[src/rtl/pixel_stream_writer.sv]
// Writes a raster pixel stream into a double-buffered framebuffer one row at a time.
// Optional PIXEL_STREAM_WRITER_SOF_RESYNC_EN: s_sof mid-frame restarts the frame at row 0.
module pixel_stream_writer #(
  parameter int N_ROWS     = 64,
  parameter int N_COLS     = 64,
  parameter int BITDEPTH   = 24,
  localparam int LOG_N_ROWS = $clog2(N_ROWS),
  localparam int LOG_N_COLS = $clog2(N_COLS)
) (
  input  logic                  clk,
  input  logic                  rst_n,
  input  logic [BITDEPTH-1:0]   s_data,
  input  logic                  s_valid,
  input  logic                  s_sof,
  output logic                  s_ready,
  input  logic                  fbw_row_rdy,
  input  logic                  frame_rdy,
  output logic [LOG_N_ROWS-1:0] fbw_row_addr,
  output logic                  fbw_row_store,
  output logic                  fbw_row_swap,
  output logic [BITDEPTH-1:0]   fbw_data,
  output logic [LOG_N_COLS-1:0] fbw_col_addr,
  output logic                  fbw_wren,
  output logic                  frame_swap
);

  // state      | meaning
  // WAIT_ROW   | waiting for a free line buffer
  // FILL       | accepting pixels of the current row
  // STORE      | pulse fbw_row_store for the completed row
  // SWAP       | pulse fbw_row_swap, advance row
  // WAIT_FRAME | last row done, waiting for frame_rdy
  typedef enum logic [2:0] {
    WAIT_ROW,
    FILL,
    STORE,
    SWAP,
    WAIT_FRAME
  } state_t;

  localparam logic [LOG_N_ROWS-1:0] ROW_LAST = LOG_N_ROWS'(N_ROWS - 1);
  localparam logic [LOG_N_COLS-1:0] COL_LAST = LOG_N_COLS'(N_COLS - 1);

  state_t                  state, state_nxt;
  logic [LOG_N_ROWS-1:0]   row, row_nxt;
  logic [LOG_N_COLS-1:0]   col, col_nxt;
  logic                    wren_nxt, store_nxt, swap_nxt, fswap_nxt;
  logic [BITDEPTH-1:0]     data_nxt;
  logic [LOG_N_COLS-1:0]   col_addr_nxt;
  logic                    beat;

  assign s_ready      = (state == FILL);
  assign beat         = s_valid & s_ready;
  assign fbw_row_addr = row;

`ifndef PIXEL_STREAM_WRITER_SOF_RESYNC_EN
  logic unused_sof;
  assign unused_sof = s_sof;
`endif

  always_comb begin
    state_nxt    = state;
    row_nxt      = row;
    col_nxt      = col;
    wren_nxt     = 1'b0;
    store_nxt    = 1'b0;
    swap_nxt     = 1'b0;
    fswap_nxt    = 1'b0;
    data_nxt     = fbw_data;
    col_addr_nxt = fbw_col_addr;
    unique case (state)
      WAIT_ROW: begin
        if (fbw_row_rdy) state_nxt = FILL;
      end
      FILL: begin
        if (beat) begin
          wren_nxt     = 1'b1;
          data_nxt     = s_data;
          col_addr_nxt = col;
`ifdef PIXEL_STREAM_WRITER_SOF_RESYNC_EN
          // A stray start-of-frame drops the partial row and restarts at (0,0).
          if (s_sof && ((row != '0) || (col != '0))) begin
            row_nxt      = '0;
            col_addr_nxt = '0;
            if (COL_LAST == '0) begin
              col_nxt   = '0;
              state_nxt = STORE;
            end else begin
              col_nxt = LOG_N_COLS'(1);
            end
          end else
`endif
          if (col == COL_LAST) begin
            col_nxt   = '0;
            state_nxt = STORE;
          end else begin
            col_nxt = col + 1'b1;
          end
        end
      end
      STORE: begin
        store_nxt = 1'b1;
        state_nxt = SWAP;
      end
      SWAP: begin
        swap_nxt = 1'b1;
        if (row == ROW_LAST) begin
          row_nxt   = '0;
          state_nxt = WAIT_FRAME;
        end else begin
          row_nxt   = row + 1'b1;
          state_nxt = WAIT_ROW;
        end
      end
      WAIT_FRAME: begin
        if (frame_rdy) begin
          fswap_nxt = 1'b1;
          state_nxt = WAIT_ROW;
        end
      end
      default: state_nxt = WAIT_ROW;
    endcase
  end

  always_ff @(posedge clk or negedge rst_n) begin
    if (!rst_n) begin
      state         <= WAIT_ROW;
      row           <= '0;
      col           <= '0;
      fbw_wren      <= 1'b0;
      fbw_row_store <= 1'b0;
      fbw_row_swap  <= 1'b0;
      frame_swap    <= 1'b0;
      fbw_data      <= '0;
      fbw_col_addr  <= '0;
    end else begin
      state         <= state_nxt;
      row           <= row_nxt;
      col           <= col_nxt;
      fbw_wren      <= wren_nxt;
      fbw_row_store <= store_nxt;
      fbw_row_swap  <= swap_nxt;
      frame_swap    <= fswap_nxt;
      fbw_data      <= data_nxt;
      fbw_col_addr  <= col_addr_nxt;
    end
  end

endmodule
[config.mk]
export PLATFORM = sky130hd
export DESIGN_NAME = pixel_stream_writer
export DESIGN_NICKNAME = d
export VERILOG_FILES = /design/src/rtl/pixel_stream_writer.sv
export SDC_FILE = /design/constraint.sdc
export NUM_CORES = 1
export LEC_CHECK = 0
export BUFFER_PORTS_ARGS = -buffer_cell sky130_fd_sc_hd__buf_2
export CAP_MARGIN = 40
export CORE_ASPECT_RATIO = 0.8
export CORE_MARGIN = 2
export CORE_UTILIZATION = 49
export CTS_BUF_LIST = sky130_fd_sc_hd__clkbuf_4 sky130_fd_sc_hd__clkbuf_8 sky130_fd_sc_hd__clkbuf_16
export DETAILED_ROUTE_END_ITERATION = 12
export MAX_ROUTING_LAYER = met4
export PLACE_DENSITY_LB_ADDON = 0.25
export SLEW_MARGIN = 5
export SYNTH_ARGS = -nofsm -noshare
export SYNTH_HDL_FRONTEND = slang
export SYNTH_SLANG_ARGS = --single-unit
export TNS_END_PERCENT = 100
[constraint.sdc]
create_clock -name clk -period 2.14 [get_ports clk]
set_clock_uncertainty 0.2 [all_clocks]
set_input_delay 0.107 -clock clk [delete_from_list [all_inputs] [get_ports clk]]
set_output_delay 0.107 -clock clk [all_outputs]
set_load 0.02 [all_outputs]
==> reports/metrics.cfg, run 1 <==
[detailed_routing]
detail-route-antenna-nets = 0
num_vias = 1514
drtIter0Drc = 65
drc = 0
viasPerCell = 4.96
wirelength_um = 4170
routedWlPerCell_um = 13.7
dr.pass1.iters = 4

[timing]
setup_slack_ns = 0.358
worstMarginPinSlew_ns = 0.343
finalHoldViolations = 0
fin_crit_sh_pct = 83.3
setup_violations = 0
rsz0062_at_grt = false
setup_tns_ns = 0
drv_slew = 0
max-slew-margin-rel_pct = 77.1
min_period_ns = 1.78
holdWs_ns = 0.0381
fmax_mhz = 561

[floorplan]
io_pins = 71
die_w_um = 75.0
rows = 20
dieHeight_um = 60.8
die-area_um2 = 4560
start_util_pct = 51.7
core_area_um2 = 3830

[synth]
synth_largest_area_cell = dfrtp_1
syn_area_um2 = 1980
synthDistinctLibCells = 30
ys_async_sr_fraction_pct = 100
post_synth.cell_area_avg_um2 = 13.6
ys_ff_latch = 49
ys_seq_area_share_pct = 62.0
netlist_top_cells_count = dfrtp_1 (49), mux2_2 (30), nand2_1 (12), nand3_1 (6)
ys.flop_type = dfrtp_1
synth_top_area_share_pct = 62.0
synthCells = 145
ys_warn_count = 0
synth_edf_count = 0
syn-num-nets = 177
synth_area_leaders = dfrtp_1 (62%), mux2_2 (17%), nand2_1 (2.3%)
synth_most_common_cell = dfrtp_1

[clock_tree]
path_clk_slew_ns = 0.09
cts_sinks = 49
post_cts_resized = 0
cts_made_buffers = 5
cts_buffer_depth = 2
clk_latency_ns = 0.30
cts_root_buf = clkbuf_8
htreeDepth = 2
cts_tree = yes

[global_routing]
grt_pass1_vias = 1542
overflow = 0
antenna_found_initial = 0
grtUsageTotal_pct = 20.2
grt_first_pass_wirelength_um = 6540
grt_max_degree = 29

[worst_setup_path]
cp_max_fo = 28
cp-end-kind = flip-flop
critPathRequiredTime_ns = 2.12
r2r_cells = 3
startpoint_type = flip-flop
crit_buf_inv = 1
r2r-start = state[1]
path_cells = nand4bb_1, inv_4, mux2_2
path_delay_family = flip-flops
reg2reg_slack_ns = 0.36
cp.arrival_ns = 1.77
r2r_end = fbw_data[12]
crit_path_max_incr_delay_ns = 0.45
crit_type = flip-flop to flip-flop
worst_path_max_delay_cell = dfrtp_1

[placed_design]
dp_slack_ns = 0.372
dpl.hpwl_um = 2770
gp_congestion = 0.817
portBuffers = 69

[cells_and_area]
num_antenna_cells = 0
final_nets = 281
area_delta_synth_final_pct = 39.2
final_util_pct = 71.9
drive_above_1_share_pct = 45.2

[power_and_ir_drop]
ir_worst_vdd_uv = 542
leakage_nw = 1.33
power_mw = 2.68
p_per_area_nw_per_um2 = 972

[min_path]
hold_class = primary input to asynchronous set/reset pin

[status]
outcome = finished clean

[flow_run]
drv_cap = 0

## cells by family after synthesis
family / after synthesis / synth area share, %
AO/OA/AOI/OAI: 18 / 5.50
XOR/XNOR: 4 / 1.77
adder cells (fa/ha/maj): 2 / 1.26
buffers and inverters: 5 / 2.02
flip-flops: 49 / 62.0
multiplexers: 30 / 17.1
AND/OR/NAND/NOR: 37 / 10.4
## worst max path at each step
stage	start	to	slack, ns	depth (start not counted)
4_1_cts	state[1]	fbw_data[9]	0.36	3
3_3_place_gp	state[2]	fbw_data[23]	0.42	3
2_1_floorplan	state[2]	col[4]	0.24	3
3_5_place_dp	state[1]	fbw_data[14]	0.37	3
6_report	state[1]	fbw_data[12]	0.36	3
5_1_grt	col[0]	state[1]	0.22	4
## registers in the layout, indices dropped and copies added (netlist names)
signal	count
frame_swap	1
fbw_col_addr	6
fbw_row_addr	6
state	3
col	6
fbw_row_store	1
fbw_data	24
fbw_row_swap	1
fbw_wren	1
## where the power goes
group,internal [mW],switching (mW),total [mW]
clock network,0.232,0.310,0.542
logic,0.386,0.448,0.834
registers,1.14,0.157,1.30
total,1.76,0.915,2.68
## cells in the final DEF (no fill, tap or decap), types with 4 or more instances in the layout
| cell type | instances |
|---|---|
| o21ai_0 | 5 |
| nand3_1 | 6 |
| a21oi_1 | 5 |
| clkbuf_8 | 5 |
| xnor2_1 | 4 |
| dlygate4sd3_1 | 27 |
| dfrtp_1 | 49 |
| buf_4 | 4 |
| mux2_2 | 30 |
| nand2_1 | 12 |
| and3_1 | 4 |
| buf_2 | 69 |
## layout make-up
class,count,area (um^2)
Fill cell,283,1080
Timing Repair Buffer,100,646
Inverter,2,10.0
Clock inverter,3,21.3
Tap cell,55,68.8
Clock buffer,5,68.8
Sequential cell,49,1230
Multi-Input combinational cell,91,712
## worst reg2reg max path, delay by kind of cell (launching register included)
kind          cells  cell delay (ns)
flops             1             0.45
mux               1             0.39
buf+inv           1             0.32
simple gates      1             0.31
## stage by stage
stage	cell area, um^2	std cells
after floorplan	1980	145
after global placement	2390	270
after detailed placement	2390	270
after CTS	2750	305
after global routing	2750	305
final	2750	305
## repair_timing
item | CTS | global route
hold buffers | 27 | 0
setup buffers | 0 | 0
hold endpoints to repair | 76 | 0
## metal layers
metal	vias to the layer above	track usage, %	share of wire, %
met4	0	7.91	1.3
met3	6	4.32	5.9
met5	-	-	0
li1	723	-	-
met1	730	23.4	44
met2	55	34.5	49
(Power assumes the default switching activity.)
==> inputs of run 2 (changes only) <==
Clock period 2.14 ns to 1.8 ns, I/O delays scaled along.
==> run 2 against run 1 <==
  * Count of clock-buffer cells in the layout did not move
  * Cell count did not move
  * Total power up 18%
==> reports/metrics.cfg, run 2 (synthesis results as in run 1) <==
[min_path]
hold_depth = 4
worstHoldStart = s_valid
min_delay_worst_endpoint = state[1]
hold_class = primary input to flip-flop

[placed_design]
gp_congestion = 0.799  ; -2.1%
dp_slack_ns = 0.137  ; -0.234 ns
portBuffers = 69  ; unchanged
placed_cell_area_um2 = 2420  ; +1.4%
dpl.hpwl_um = 2730  ; -1.7%
dp_cells = 272  ; +0.74%

[worst_setup_path]
cp.arrival_ns = 1.67  ; -0.10 ns
cp_max_fo = 28  ; unchanged
r2r-start = state[0]
crit_type = flip-flop to flip-flop
r2r_end = fbw_data[7]
cp-end-kind = flip-flop
critPathRequiredTime_ns = 1.78  ; -0.34 ns
reg2reg_slack_ns = 0.11  ; -0.24 ns
startpoint_type = flip-flop
r2r_cells = 3  ; unchanged

[power_and_ir_drop]
ir_worst_vdd_uv = 645  ; +19%
p_per_area_nw_per_um2 = 1140  ; +17%
power_mw = 3.15  ; +18%
leakage_nw = 1.35  ; +1.4%

[detailed_routing]
num_vias = 1522  ; +0.53%
wirelength_um = 4270  ; +2.5%
detail-route-antenna-nets = 0  ; unchanged
routedWlPerCell_um = 14.0  ; +2.5%
dr.pass1.iters = 4  ; unchanged
drc = 0  ; unchanged
viasPerCell = 4.99  ; +0.53%
drtIter0Drc = 49  ; -25%

[clock_tree]
cts_sinks = 49  ; unchanged
cts_root_buf = clkbuf_8
postCtsSetupBuffers = 0  ; unchanged
clk_latency_ns = 0.30  ; about the same
cts_made_buffers = 5  ; unchanged
htreeDepth = 2  ; unchanged
path_clk_slew_ns = 0.09  ; about the same
cts_buffer_depth = 2  ; unchanged
cts_tree = yes

[timing]
min_period_ns = 1.69  ; -0.0951 ns
worstMarginPinSlew_ns = 0.500  ; +0.157 ns
setup_violations = 0  ; unchanged
max-slew-margin-rel_pct = 66.7  ; -10 points
finalHoldViolations = 0  ; unchanged
fin_crit_sh_pct = 93.7  ; +10 points
fmax_mhz = 593  ; +5.6%
setup_slack_ns = 0.113  ; -0.245 ns
setup_tns_ns = 0  ; unchanged
drv_slew = 0  ; unchanged
rsz0062_at_grt = false

[global_routing]
antenna_found_initial = 0  ; unchanged
grt_max_degree = 30  ; +3.4%
overflow = 0  ; unchanged
grt_pass1_vias = 1421  ; -7.8%
grt_first_pass_wirelength_um = 6510  ; -0.54%
grtUsageTotal_pct = 20.6  ; +0.47 points

[cells_and_area]
area_delta_synth_final_pct = 40.3
num_antenna_cells = 0  ; unchanged
stdcell_count = 305  ; unchanged
final_nets = 283  ; +0.71%
drive_above_1_share_pct = 45.6  ; +0.40 points
top_register = fbw_data
mostFrequentLayoutCell = buf_2
largest_register_ffs = 24  ; unchanged
final_cell_mix = buf_2 (69), dfrtp_1 (49), mux2_2 (30)
final_area_um2 = 2780  ; +0.82%

[floorplan]
start_util_pct = 51.7  ; unchanged
rows = 20  ; unchanged
dieHeight_um = 60.8  ; unchanged
die_w_um = 75.0  ; unchanged
core_area_um2 = 3830  ; unchanged
io_pins = 71  ; unchanged
die-area_um2 = 4560  ; unchanged

[flow_run]
drv_cap = 0  ; unchanged

[status]
outcome = finished clean

## run 2: changes by cell type in the layout (fill, tap and decap cells not counted), sizes merged
cell and delta:
buf +2, clkinvlp -1, inv -1
## run 2: power by group
| group | leakage [nW] | switching, mW | internal, mW |
|---|---|---|---|
| clock | 0.0399 | 0.332 | 0.256 |
| sequential | 0.597 | 0.174 | 1.36 |
| combinational | 0.712 | 0.550 | 0.481 |
## run 2: area by class of cell
| cell class | count | area [um^2] |
|---|---|---|
| clock buffer | 5 | 68.8 |
| clock inverter | 1 | 5.00 |
| fill | 271 | 1050 |
| inverter | 2 | 10.0 |
| multi-input combinational | 91 | 723 |
| sequential | 49 | 1230 |
| tap | 55 | 68.8 |
| timing repair buffer | 102 | 673 |
## run 2: stage by stage
stage | util (%) | hold WS [ns]
finish | 72.5 | 0.0522
global route | 72.5 | 0.0824
floorplan | - | -0.406
global placement | 63.3 | -0.128
detailed placement | 63.3 | -0.111
CTS | 72.3 | 0.0439
## run 2: critical path, cell delays in order, from the launching register on
cell and delay [ns]:
dfrtp_1 0.45, nand4bb_1 0.21, inv_4 0.31, mux2_2 0.39
## run 2: how the worst max path moves through the flow
stage / from / endpoint / slack (ns) / depth (start not counted)
floorplan: state[1] / fbw_data[0] / 0.12 / 5
global placement: col[1] / state[1] / 0.16 / 4
detailed placement: state[1] / fbw_data[11] / 0.14 / 3
CTS: state[2] / s_ready / 0.02 / 3
global route: state[0] / fbw_data[11] / 0.02 / 3
finish: state[0] / fbw_data[7] / 0.11 / 3
## run 2: metal layers
layer  GRT usage [%]  up-vias  share of wire [%]
li1                -      732                  -
met1            24.3      715                 41
met2            32.7       63                 49
met3            4.65       12                6.8
met4            12.0        0                3.1
met5               -        -                  0
## run 2: what timing repair did
item                                    4_1_cts  5_1_grt
endpoints found under the setup margin        0        1
resized for setup                             0        1
hold buffers                                 27        0
endpoints found under the hold margin        76        0
==> inputs of run 3 (changes only) <==
Settings changed: ABC_AREA set to 1.
==> run 3 against run 2 <==
  * Critical path depth grew 3
  * Sequential cell count is the same
  * Largest cell class unchanged
  * Die area grew 3.2%
  * Cell area grew 1.5%
  * Global-route usage shrank 1.2 points
  * Routed wire length shrank 2.0%
  * Synthesized cell count grew 57%
  * Clock power grew 37%
==> reports/metrics.cfg, run 3 <==
[status]
outcome = finished clean

[worst_setup_path]
cp-end-kind = flip-flop
crit_buf_inv = 2  ; +1
crit_path_max_incr_delay_ns = 0.41  ; -0.04 ns
r2r_end = fbw_col_addr[5]
cp.arrival_ns = 1.56  ; -0.11 ns
cp-startpoint = state[1]
reg2reg_slack_ns = 0.20  ; +0.09 ns
crit_type = flip-flop to flip-flop
path_cells = inv_2, nand3_4, nor2_8, inv_4, nand2_1, o21ai_0
worst_path_max_delay_cell = dfrtp_1
cp_max_fo = 36  ; +29%
r2r-start = state[1]
r2r_cells = 6  ; +3
critPathRequiredTime_ns = 1.76  ; -0.02 ns
startpoint_type = flip-flop
cp_num_cells = 6  ; +3
path_delay_family = simple AND/OR/NAND/NOR gates

[floorplan]
rows = 20  ; unchanged
io_pins = 71  ; unchanged
core_area_um2 = 3900  ; +2.0%
die-area_um2 = 4710  ; +3.2%
start_util_pct = 52.4  ; +0.74 points
dieHeight_um = 61.8  ; +1.6%
die_w_um = 76.2  ; +1.6%

[synth]
syn-num-nets = 260  ; +47%
post_synth.cell_area_avg_um2 = 8.97  ; -34%
synth_most_common_cell = nand2_1
ys_seq_area_share_pct = 59.9  ; -2.0 points
synth_edf_count = 0  ; unchanged
ys_ff_latch = 49  ; unchanged
ys_async_sr_fraction_pct = 100  ; unchanged
synthDistinctLibCells = 20  ; -33%
synth_area_leaders = dfrtp_1 (60%), nand2_1 (21%), inv_1 (2.6%)
synthCells = 228  ; +57%
ys.flop_type = dfrtp_1
ys_warn_count = 0  ; unchanged
synth_top_area_share_pct = 59.9  ; -2.0 points
synth_largest_area_cell = dfrtp_1
syn_area_um2 = 2050  ; +3.4%
netlist_top_cells_count = nand2_1 (114), dfrtp_1 (49), inv_1 (14), nand3_1 (10), nor2_1 (10)

[power_and_ir_drop]
seq_power_share_pct = 40.5  ; -8.1 points
ir_worst_vdd_uv = 813  ; +26%
p_per_area_nw_per_um2 = 1630  ; +43%
switchingPower_mw = 1.89  ; +79%
clkPwrFrac_pct = 17.6  ; -1.1 points
intPower_mw = 2.69  ; +28%
leakage_nw = 1.59  ; +18%
p_sw_share_pct = 41.3  ; +7.8 points
combPwrFrac_pct = 41.9  ; +9.2 points

[detailed_routing]
num_vias = 1731  ; +14%
wirelength_um = 4190  ; -2.0%
dr.pass1.iters = 4  ; unchanged
routedWlPerCell_um = 10.9  ; -22%
detail-route-antenna-nets = 0  ; unchanged
drtIter0Drc = 65  ; +33%
viasPerCell = 4.51  ; -9.7%
drc = 0  ; unchanged

[cells_and_area]
num_antenna_cells = 0  ; unchanged
area_delta_synth_final_pct = 37.7
drive_above_1_share_pct = 26.4  ; -19 points
final_nets = 360  ; +27%
mostFrequentLayoutCell = nand2_1
largest_register_ffs = 24  ; unchanged
top_register = fbw_data
final_cell_mix = nand2_1 (114), buf_2 (69), dfrtp_1 (49)

[clock_tree]
cts_root_buf = clkbuf_8
path_clk_slew_ns = 0.08  ; about the same
cts_sinks = 49  ; unchanged
clk_latency_ns = 0.29  ; about the same
htreeDepth = 2  ; unchanged
post_cts_resized = 0  ; unchanged
cts_buffer_depth = 2  ; unchanged
cts_made_buffers = 5  ; unchanged
cts_tree = yes

[global_routing]
antenna_found_initial = 0  ; unchanged
grt_first_pass_wirelength_um = 6960  ; +6.9%
grtUsageTotal_pct = 19.5  ; -1.2 points
grt_pass1_vias = 1547  ; +8.9%
overflow = 0  ; unchanged
grt_max_degree = 50  ; +67%

[placed_design]
gp_congestion = 0.803  ; +0.48%
portBuffers = 69  ; unchanged
dpl.hpwl_um = 2760  ; +1.1%

[timing]
fin_crit_sh_pct = 88.9  ; -4.8 points
holdWs_ns = 0.0511  ; -0.00114 ns
drv_slew = 0  ; unchanged
worstMarginPinSlew_ns = 0.585  ; +0.0845 ns
fmax_mhz = 625  ; +5.4%
max-slew-margin-rel_pct = 61.0  ; -5.6 points
setup_violations = 0  ; unchanged
rsz0062_at_grt = false
finalHoldViolations = 0  ; unchanged
setup_tns_ns = 0  ; unchanged
min_period_ns = 1.60  ; -0.0871 ns

[min_path]
min_delay_worst_endpoint = state[0]
worstHoldStart = s_valid
hold_depth = 4  ; unchanged
hold_class = primary input to flip-flop

[flow_run]
drv_cap = 0  ; unchanged

run 3: cell types whose count changed in the layout (fill, tap and decap cells not counted), sizes merged, moves of 5 or more:
| cell | delta |
|---|---|
| nand3 | +5 |
| inv | +15 |
| nor2 | +9 |
| nand2 | +102 |
| mux2 | -30 |
run 3: repair_timing:
item | in CTS | in global routing
hold endpoints to repair | 76 | 0
endpoints found under the setup margin | 0 | 0
buffers inserted | 0 | 0
hold buffers | 27 | 0
run 3: kinds of logic after synthesis:
kind of cell / count (synthesis) / share of synthesized area, %
AND/OR/NAND/NOR: 138 / 27.6
flip-flops: 49 / 59.9
buffers and inverters: 23 / 5.99
AO/OA/AOI/OAI: 11 / 3.06
XOR/XNOR: 5 / 2.14
adder cells (fa/ha/maj): 2 / 1.22
run 3: worst max path at each step:
| stage | end | slack [ns] |
|---|---|---|
| after floorplan | fbw_row_addr[4] | 0.44 |
| after global placement | fbw_col_addr[5] | 0.24 |
| after detailed placement | fbw_col_addr[5] | 0.21 |
| after CTS | fbw_col_addr[5] | 0.19 |
| after global routing | fbw_col_addr[5] | 0.1 |
| final | fbw_col_addr[5] | 0.20 |
run 3: stage by stage:
step,util [%],setup WS (ns),std cells,area [um^2],power (mW)
floorplan,-,0.438,228,2050,3.17
global placement,62.1,0.244,349,2430,3.70
detailed placement,62.1,0.211,349,2430,3.77
CTS,72.1,0.194,384,2820,4.62
global route,72.1,0.0972,384,2820,4.93
finish,72.1,0.200,384,2820,4.58
run 3: per-layer routing:
| layer | track usage, % | wire length [um] | part of all wire (%) | up-vias |
|---|---|---|---|---|
| met4 | 6.23 | 19 | 0.45 | 0 |
| met3 | 4.91 | 256 | 6.1 | 2 |
| met1 | 25.0 | 2010 | 48 | 778 |
| met5 | - | 0 | 0 | - |
| met2 | 31.2 | 1900 | 45 | 51 |
| li1 | - | - | - | 900 |
run 3: tightest hold or removal path: stages:
cell and delay, ns:
buf_2 0.09, inv_1 0.14, o21ai_1 0.11, o21ai_0 0.07
run 3: power groups by stage:
stage	combinational [mW]	sequential (mW)	clock, mW
finish	1.92	1.85	0.805
global route	2.14	1.91	0.879
CTS	1.94	1.85	0.832
detailed placement	1.89	1.87	0
global placement	1.85	1.85	0
floorplan	0.843	2.33	0
run 3: area by class of cell:
class | count | area [um^2]
Fill cell | 306 | 1090
Sequential cell | 49 | 1230
Clock inverter | 1 | 30.0
Clock buffer | 7 | 90.1
Inverter | 17 | 66.3
Multi-Input combinational cell | 156 | 697
Timing Repair Buffer | 99 | 638
Tap cell | 55 | 68.8
